--- src/rtl/div_iter_pkg.sv ---
// Shared definitions for the iterative radix-2 divider.
// Holds the operand width, FSM state encoding and divide-by-zero quotient.
package div_iter_pkg;

   localparam int DW = 32;
   localparam int CW = $clog2(DW);

   localparam logic [1:0] S_IDLE = 2'd0;
   localparam logic [1:0] S_CALC = 2'd1;
   localparam logic [1:0] S_DONE = 2'd2;

   localparam logic [DW-1:0] DIV_BY_ZERO_QUOT = '1;

endpackage

--- src/rtl/div_sign_fix.sv ---
// Conditional two's-complement negation used for signed divides.
// Ports: val (DW) in, neg (1) in, res (DW) out = neg ? -val : val.
module div_sign_fix
   import div_iter_pkg::*;
(
   input  logic [DW-1:0] val,
   input  logic          neg,
   output logic [DW-1:0] res
);

   // DW-bit negation wraps, so the magnitude of the most negative
   // value is that same bit pattern read as unsigned.
   assign res = neg ? (DW'(0) - val) : val;

endmodule

--- src/rtl/div_iter.sv ---
// Iterative 32-bit restoring divider for DIV/DIVU, one quotient bit per cycle.
// Ports: clk, rst (sync, active-high), start, sign, opa, opb, annul in;
//        busy, valid, result = {remainder, quotient} out.
module div_iter
   import div_iter_pkg::*;
(
   input  logic          clk,
   input  logic          rst,
   input  logic          start,
   input  logic          sign,
   input  logic [DW-1:0] opa,
   input  logic [DW-1:0] opb,
   input  logic          annul,
   output logic          busy,
   output logic          valid,
   output logic [2*DW-1:0] result
);

   logic [1:0]      state_q;
   logic [CW-1:0]   cnt_q;
   logic [DW-1:0]   rem_q;
   logic [DW-1:0]   quo_q;
   logic [DW-1:0]   dvs_q;
   logic            sign_q;
   logic            a_neg_q;
   logic            b_neg_q;
   logic            dbz_q;
   logic [2*DW-1:0] result_q;

   logic [DW-1:0]   abs_a;
   logic [DW-1:0]   abs_b;
   logic [DW-1:0]   quo_fix;
   logic [DW-1:0]   rem_fix;

   logic [DW:0]     shifted;
   logic            ge;
   logic [DW-1:0]   rem_nx;
   logic [DW-1:0]   quo_nx;
   logic [2*DW-1:0] fin;
   logic            opb_zero;

   div_sign_fix u_fix_a (
      .val (opa),
      .neg (sign & opa[DW-1]),
      .res (abs_a)
   );

   div_sign_fix u_fix_b (
      .val (opb),
      .neg (sign & opb[DW-1]),
      .res (abs_b)
   );

   div_sign_fix u_fix_q (
      .val (quo_q),
      .neg (sign_q & (a_neg_q ^ b_neg_q)),
      .res (quo_fix)
   );

   div_sign_fix u_fix_r (
      .val (rem_q),
      .neg (sign_q & a_neg_q),
      .res (rem_fix)
   );

   assign opb_zero = (opb == '0);

   // quo_q doubles as the dividend shift register: its MSB feeds the
   // partial remainder while quotient bits enter at the LSB.
   assign shifted = {rem_q, quo_q[DW-1]};
   assign ge      = (shifted >= {1'b0, dvs_q});

   // The partial remainder stays below the divisor, so a kept
   // difference always fits in DW bits.
   assign rem_nx = ge ? (shifted[DW-1:0] - dvs_q) : shifted[DW-1:0];
   assign quo_nx = {quo_q[DW-2:0], ge};

   // On divide by zero quo_q still holds the raw dividend.
   assign fin = dbz_q ? {quo_q, DIV_BY_ZERO_QUOT} : {rem_fix, quo_fix};

   always_ff @(posedge clk) begin
      if (rst) begin
         state_q  <= S_IDLE;
         cnt_q    <= '0;
         rem_q    <= '0;
         quo_q    <= '0;
         dvs_q    <= '0;
         sign_q   <= 1'b0;
         a_neg_q  <= 1'b0;
         b_neg_q  <= 1'b0;
         dbz_q    <= 1'b0;
         result_q <= '0;
      end else begin
         unique case (state_q)
            S_IDLE: begin
               if (start && !annul) begin
                  sign_q  <= sign;
                  a_neg_q <= sign & opa[DW-1];
                  b_neg_q <= sign & opb[DW-1];
                  dvs_q   <= abs_b;
                  rem_q   <= '0;
                  cnt_q   <= '0;
                  dbz_q   <= opb_zero;
                  quo_q   <= opb_zero ? opa : abs_a;
                  state_q <= opb_zero ? S_DONE : S_CALC;
               end
            end
            S_CALC: begin
               if (annul) begin
                  state_q <= S_IDLE;
               end else begin
                  rem_q <= rem_nx;
                  quo_q <= quo_nx;
                  cnt_q <= cnt_q + 1'b1;
                  if (cnt_q == CW'(DW - 1))
                     state_q <= S_DONE;
               end
            end
            S_DONE: begin
               state_q <= S_IDLE;
               if (!annul)
                  result_q <= fin;
            end
            default: begin
               state_q <= S_IDLE;
            end
         endcase
      end
   end

   assign busy  = (state_q == S_CALC) || (state_q == S_DONE);
   assign valid = (state_q == S_DONE) && !annul;

   // The finished value is visible in the DONE cycle itself and then
   // held by result_q.
   assign result = valid ? fin : result_q;

endmodule

--- config.mk ---
export PLATFORM = sky130hd
export DESIGN_NAME = div_iter
export DESIGN_NICKNAME = d
export VERILOG_FILES = /design/src/rtl/div_iter_pkg.sv /design/src/rtl/div_sign_fix.sv /design/src/rtl/div_iter.sv
export SDC_FILE = /design/constraint.sdc
export NUM_CORES = 1
export LEC_CHECK = 0
export ABC_AREA = 1
export CAP_MARGIN = 5
export CORE_MARGIN = 2
export CORE_UTILIZATION = 55
export CTS_BUF_LIST = sky130_fd_sc_hd__clkbuf_4 sky130_fd_sc_hd__clkbuf_8
export DETAILED_ROUTE_END_ITERATION = 16
export PLACE_DENSITY = 0.77
export SLEW_MARGIN = 10
export SYNTH_ARGS = -nofsm -noshare
export SYNTH_HDL_FRONTEND = slang
export SYNTH_SLANG_ARGS = --single-unit
--- constraint.sdc ---
create_clock -name clk -period 2.4 [get_ports clk]
set_clock_uncertainty 0.05 [all_clocks]
set_input_delay 0.48 -clock clk [delete_from_list [all_inputs] [get_ports clk]]
set_output_delay 0.48 -clock clk [all_outputs]
set_load 0.05 [all_outputs]
==> flow_metrics.tcl, run 1 <==
set metrics [dict create \
    avgSynthCellArea_um2 6.02 \
    synth_largest_type_area_fraction_pct 24.5 \
    root_buffer "clkbuf_8" \
    track_usage_pct 82.0 \
    failing_step "5_1_grt" \
    synth_most_common_cell "nand2_1" \
    netlist_top_cells_count "692 x nand2_1, 323 x inv_1, 189 x a21oi_1" \
    dpl.hpwl_um 37700 \
    netlist_area_um2 14000 \
    htreeDepth 4 \
    synth_nets 2431 \
    worst_endpoint_kind "output port" \
    netlist-cell-type-count 54 \
    yosys_warnings 0 \
    ys_ff_latch 171 \
    worst_endpoint "result[31]" \
    place_congestion 0.987 \
    io_buffers 134 \
    yosysTopAreaCell "dfxtp_1" \
    io_pins 135 \
    cts_sinks 171 \
    ys_dominant_reg_cell "dfxtp_1" \
    cts_inserted_buffers 17 \
    synth-seq-area-share_pct 24.5 \
    grt_max_degree 76 \
    rows 58 \
    grt.overflow.total 13 \
    firstError "[ERROR GRT-0232] Routing congestion too high. Check the congestion heatmap in the GUI." \
    outcome "did not finish" \
    synth_edf_count 0 \
    start_util_pct 55.8 \
    placed_area_um2 17700 \
    synth_cells 2320 \
    clockBufferDepth 2 \
    die_h_um 163 \
    synthTopCellsByArea "dfxtp_1 25%, nand2_1 19%, inv_1 8.7%" \
    synthArstFlopShare_pct 0 \
    die_x_um 163 \
]
==> through the flow <==
step | setup slack, ns | std cells | TNS [ns]
2_1_floorplan | 0.0139 | 2320 | 0
3_3_place_gp | -0.241 | 2955 | -10.36
3_5_place_dp | -0.257 | 2955 | -12.69
4_1_cts | -0.511 | 3079 | -21.00
==> routing by layer <==
metal / overflow / track usage, %
met5: 0 / 57.4
met3: 0 / 72.9
met4: 4 / 79.5
met1: 1 / 82.0
met2: 8 / 92.5
==> logic make-up after synthesis <==
logic type | count (synthesis) | synth area share (%)
AND/OR/NAND/NOR | 1222 | 39.1
buffers and inverters | 433 | 12.5
AO/OA/AOI/OAI | 382 | 15.6
flip-flops | 171 | 24.5
XOR/XNOR | 70 | 4.39
adder cells (fa/ha/maj) | 42 | 3.82
==> timing repair <==
action	4_1_cts
pin swaps	119
buffers inserted	91
resized for setup	390
cloned	6
setup endpoints to repair	86
hold buffers	0
==> run 2, diff against run 1 <==
- CORE_UTILIZATION: 55 -> 40
- CTS_BUF_LIST: sky130_fd_sc_hd__clkbuf_4 sky130_fd_sc_hd__clkbuf_8 -> unset
- PLACE_DENSITY: 0.77 -> unset
- PLACE_DENSITY_LB_ADDON: unset -> 0.15
==> run 2 against run 1 <==
Net effect: the flow now finishes, with violations (setup timing); area after synthesis stayed put; synthesized cell count unchanged.
==> flow_metrics.tcl, run 2 <==
set metrics [dict create \
    drt-wirelength-per-cell_um 17.4 \
    fin_area_um2 22100 \
    dr.first_iter.drc_count 1550 \
    hold_viol_final 0 \
    rsz0062_at_grt "true" \
    violations "setup timing" \
    nNetsFinal 2906 \
    avgSynthCellArea_um2 6.02 \
    crit_path_max_fanout 4 \
    crit_path_start "quo_q[1]$_SDFFE_PP0P_" \
    clkPwrFrac_pct 27.5 \
    grt_max_degree 63 \
    ff2ff_path_depth 18 \
    max_cap_viol_count 0 \
    pwr-share-seq_pct 29.1 \
    cts_inserted_buffers 17 \
    fin_total_pwr_w 0.0107 \
    dieArea_um2 36400 \
    largest_reg_flops 64 \
    combPwrFrac_pct 43.4 \
    placed_area_um2 18200 \
    avgViaCountPerCell 5.22 \
    synthTopCellsByArea "dfxtp_1 25%, nand2_1 19%, inv_1 8.7%" \
    finalCritPeriodShare_pct 121 \
    p_switching_w 0.00421 \
    sw_frac_of_total_pct 39.5 \
    finalCoreUtilization_pct 64.0 \
    yosys_warnings 0 \
    synth_nets 2431 \
    max_freq_mhz 343 \
    clock_latency_ns 0.46 \
    vias 17043 \
    rows 68 \
    whs_ns 0.381 \
    crit_type "register to output pin" \
    p_int_w 0.00644 \
    mostFrequentLayoutCell "nand2_1" \
    yosysTopAreaCell "dfxtp_1" \
    die_h_um 191 \
    startpoint_type "register" \
    grt.overflow.total 0 \
    layout-drive-gt1-share_pct 36.9 \
    synth-seq-area-share_pct 24.5 \
    antenna_found_initial 1 \
    netlist_area_um2 14000 \
    min_path_type "input port to register" \
    ys_dominant_reg_cell "dfxtp_1" \
    coreArea_um2 34500 \
    crit_arrival_ns 2.38 \
    areaGrowthSynthToFinish_pct 58.0 \
    top_register "result_q" \
    critPathCapture "result[19]" \
    worst_slack_ns -0.513 \
    htreeDepth 4 \
    synth_most_common_cell "nand2_1" \
    grt_pass1_wl_um 84500 \
    synth_largest_type_area_fraction_pct 24.5 \
    irDropWorstVdd_mv 0.583 \
    cts_tree "yes" \
    io_pins 135 \
    period_needed_ns 2.91 \
    synth_edf_count 0 \
    place_congestion 1.01 \
    maxSlewHeadroom_pct 62.9 \
    netlist_top_cells_count "692 x nand2_1, 323 x inv_1, 189 x a21oi_1" \
    hp-start "rst" \
    final_cell_mix "602 x nand2_1, 339 x buf_4, 277 x inv_1" \
    clockBufferDepth 2 \
    r2r_slack_ns -0.44 \
    reg2reg_from "quo_q[1]$_SDFFE_PP0P_" \
    dpl.hpwl_um 41200 \
    netlist-cell-type-count 54 \
    synth_cells 2320 \
    drtPass1Iterations 6 \
    start_util_pct 40.5 \
    maxSlewViolCount 0 \
    clk_pin_slew_ns 0.07 \
    cp.required_ns 1.87 \
    drc_errors 0 \
    fillers 3106 \
    outcome "finished, violations left" \
    totalWireLength_um 56600 \
    root_buffer "clkbuf_16" \
    antenna_left 0 \
    cellPowerDensity_nw_per_um2 483 \
    tightest_slew_ns 0.552 \
    track_usage_pct 29.7 \
    grt_pass1_vias 16131 \
    rr_endpoint "result_q[15]$_SDFFE_PP0P_" \
    die_x_um 191 \
    cts_sinks 171 \
    ys_ff_latch 171 \
    io_buffers 134 \
    synthArstFlopShare_pct 0 \
    setup_viol 64 \
    leakagePower_nw 10.8 \
    diodes 0 \
    end_kind "output pin" \
]
## run 2: cell counts after synthesis
No cell type changed its count.
## run 2: routing by layer
layer,vias to the layer above,part of all wire [%],track usage [%]
met3,126,7.5,5.82
met1,7925,44,39.8
li1,8343,-,-
met4,2,3.1,10.5
met2,647,46,47.4
met5,-,0.014,0
## run 2: worst min-delay path by stage
| stage | end | slack (ns) | cells after the start |
|---|---|---|---|
| 6_report | result_q[29]$_SDFFE_PP0P_ | 0.38 | 2 |
| 5_1_grt | result_q[55]$_SDFFE_PP0P_ | 0.39 | 2 |
| 4_1_cts | quo_q[14]$_SDFFE_PP0P_ | 0.37 | 2 |
| 3_5_place_dp | result_q[61]$_SDFFE_PP0P_ | 0.41 | 2 |
| 3_3_place_gp | result_q[56]$_SDFFE_PP0P_ | 0.41 | 2 |
| 2_1_floorplan | sign_q$_SDFFE_PP0P_ | 0.39 | 2 |
## run 2: kinds of logic (layout without fill, tap and decap cells)
| family | Yosys count | after routing | share of synthesized area (%) |
|---|---|---|---|
| AO/OA/AOI/OAI | 382 | 382 | 15.6 |
| XOR/XNOR | 70 | 70 | 4.39 |
| adder cells (fa/ha/maj) | 42 | 42 | 3.82 |
| buffers and inverters | 433 | 921 | 12.5 |
| flip-flops | 171 | 171 | 24.5 |
| AND/OR/NAND/NOR | 1222 | 1222 | 39.1 |
## run 2: worst max-delay path, cell delays in order (launching register included)
cell,delay [ns]
dfxtp_2,0.33
buf_4,0.14
nor3_4,0.18
buf_4,0.16
nand4_1,0.15
nor2_2,0.26
nand2_1,0.09
nand2_1,0.07
xor2_1,0.19
o21ai_1,0.12
inv_1,0.10
buf_6,0.16
## run 2: stage by stage
| step | setup slack [ns] | TNS, ns | instances |
|---|---|---|---|
| final | -0.513 | -19.91 | 3263 |
| after global routing | -0.594 | -25.39 | 3263 |
| after CTS | -0.461 | -17.95 | 3241 |
| after detailed placement | -0.280 | -16.11 | 3132 |
| after global placement | -0.275 | -15.77 | 3132 |
| after floorplan | 0.0139 | 0 | 2320 |
## run 2: power by group through the flow
stage,clock network (W),logic [W],registers [W]
after detailed placement,0,0.00371,0.00315
after global placement,0,0.00369,0.00314
after global routing,0.00305,0.00494,0.00311
final,0.00293,0.00463,0.00310
after CTS,0.00293,0.00424,0.00309
after floorplan,0,0.00221,0.00313
## run 2: what timing repair did
| action | in CTS | in global routing |
|---|---|---|
| pin swaps | 134 | 130 |
| endpoints found under the setup margin | 97 | 102 |
| resized for setup | 388 | 245 |
| cloned | 5 | 2 |
| hold buffers | 0 | 0 |
| buffers inserted | 74 | 34 |
## run 2: layout make-up
type	instances	area (µm²)	share of cell area (%)
Clock inverter	13	159	0.720
Inverter	346	1340	6.06
Tap cell	455	569	2.58
Timing Repair Buffer	543	5420	24.6
Clock buffer	19	433	1.96
Multi-Input combinational cell	1716	10600	48.2
Sequential cell	171	3490	15.8
Note: power is estimated with default switching activity, not from simulation.
==> run 3, diff against run 2 <==
- CORE_UTILIZATION: 40 -> 59
- SLEW_MARGIN: 10 -> unset
==> run 3 against run 2 <==
Net effect: the flow now stops in 5_1_grt; synthesized cell count is the same; area after synthesis is the same.
==> flow_metrics.tcl, run 3 <==
set metrics [dict create \
    outcome "did not finish" \
    failing_step "5_1_grt" \
    firstError "[ERROR GRT-0232] Routing congestion too high. Check the congestion heatmap in the GUI." \
    dpl.hpwl_um 37900 \
    cts_inserted_buffers 17 \
    synth_most_common_cell "nand2_1" \
    io_buffers 134 \
    die_h_um 158 \
    synth-seq-area-share_pct 24.5 \
    place_congestion 1.01 \
    netlist-cell-type-count 54 \
    synth_cells 2320 \
    ys_dominant_reg_cell "dfxtp_1" \
    synth_nets 2431 \
    synth_largest_type_area_fraction_pct 24.5 \
    track_usage_pct 104 \
    yosysTopAreaCell "dfxtp_1" \
    netlist_area_um2 14000 \
    worst_endpoint "result[11]" \
    synthTopCellsByArea "dfxtp_1 25%, nand2_1 19%, inv_1 8.7%" \
    ys_ff_latch 171 \
    root_buffer "clkbuf_16" \
    netlist_top_cells_count "692 x nand2_1, 323 x inv_1, 189 x a21oi_1" \
    grt_max_degree 105 \
    yosys_warnings 0 \
    grt.overflow.total 2847 \
    cts_hold_buf 0 \
    worst_endpoint_kind "output port" \
    avgSynthCellArea_um2 6.02 \
    rows 56 \
    synthArstFlopShare_pct 0 \
    start_util_pct 59.8 \
    io_pins 135 \
    cts_sinks 171 \
    clockBufferDepth 2 \
    die_x_um 158 \
    htreeDepth 4 \
    synth_edf_count 0 \
]
[run 3: cell counts after synthesis]
Identical to the previous run, type by type.
[run 3: routing by layer]
metal | global-route usage [%] | GRT overflow
met1 | 87.5 | 34
met2 | 143 | 2130
met3 | 73.3 | 34
met4 | 124 | 642
met5 | 44.5 | 7
[run 3: kinds of logic after synthesis]
group	synth area share, %
DFF	24.5
xor gates and xnor gates	4.39
and+or+nand+nor	39.1
adders and majority gates	3.82
AOI/OAI and AO/OA	15.6
buffers and inverters	12.5
[run 3: timing repair]
item / 4_1_cts
gates resized for setup: 363
setup endpoints to repair: 66
setup buffers: 77
cloned: 5
pin swaps: 126
[run 3: through the flow]
step	std cells	util, %	instance area, µm²	setup slack (ns)
after global placement	2941	75.5	17600	-0.191
after detailed placement	2941	75.5	17600	-0.233
after floorplan	2320	-	14000	0.0139
after CTS	3053	86.0	20100	-0.488
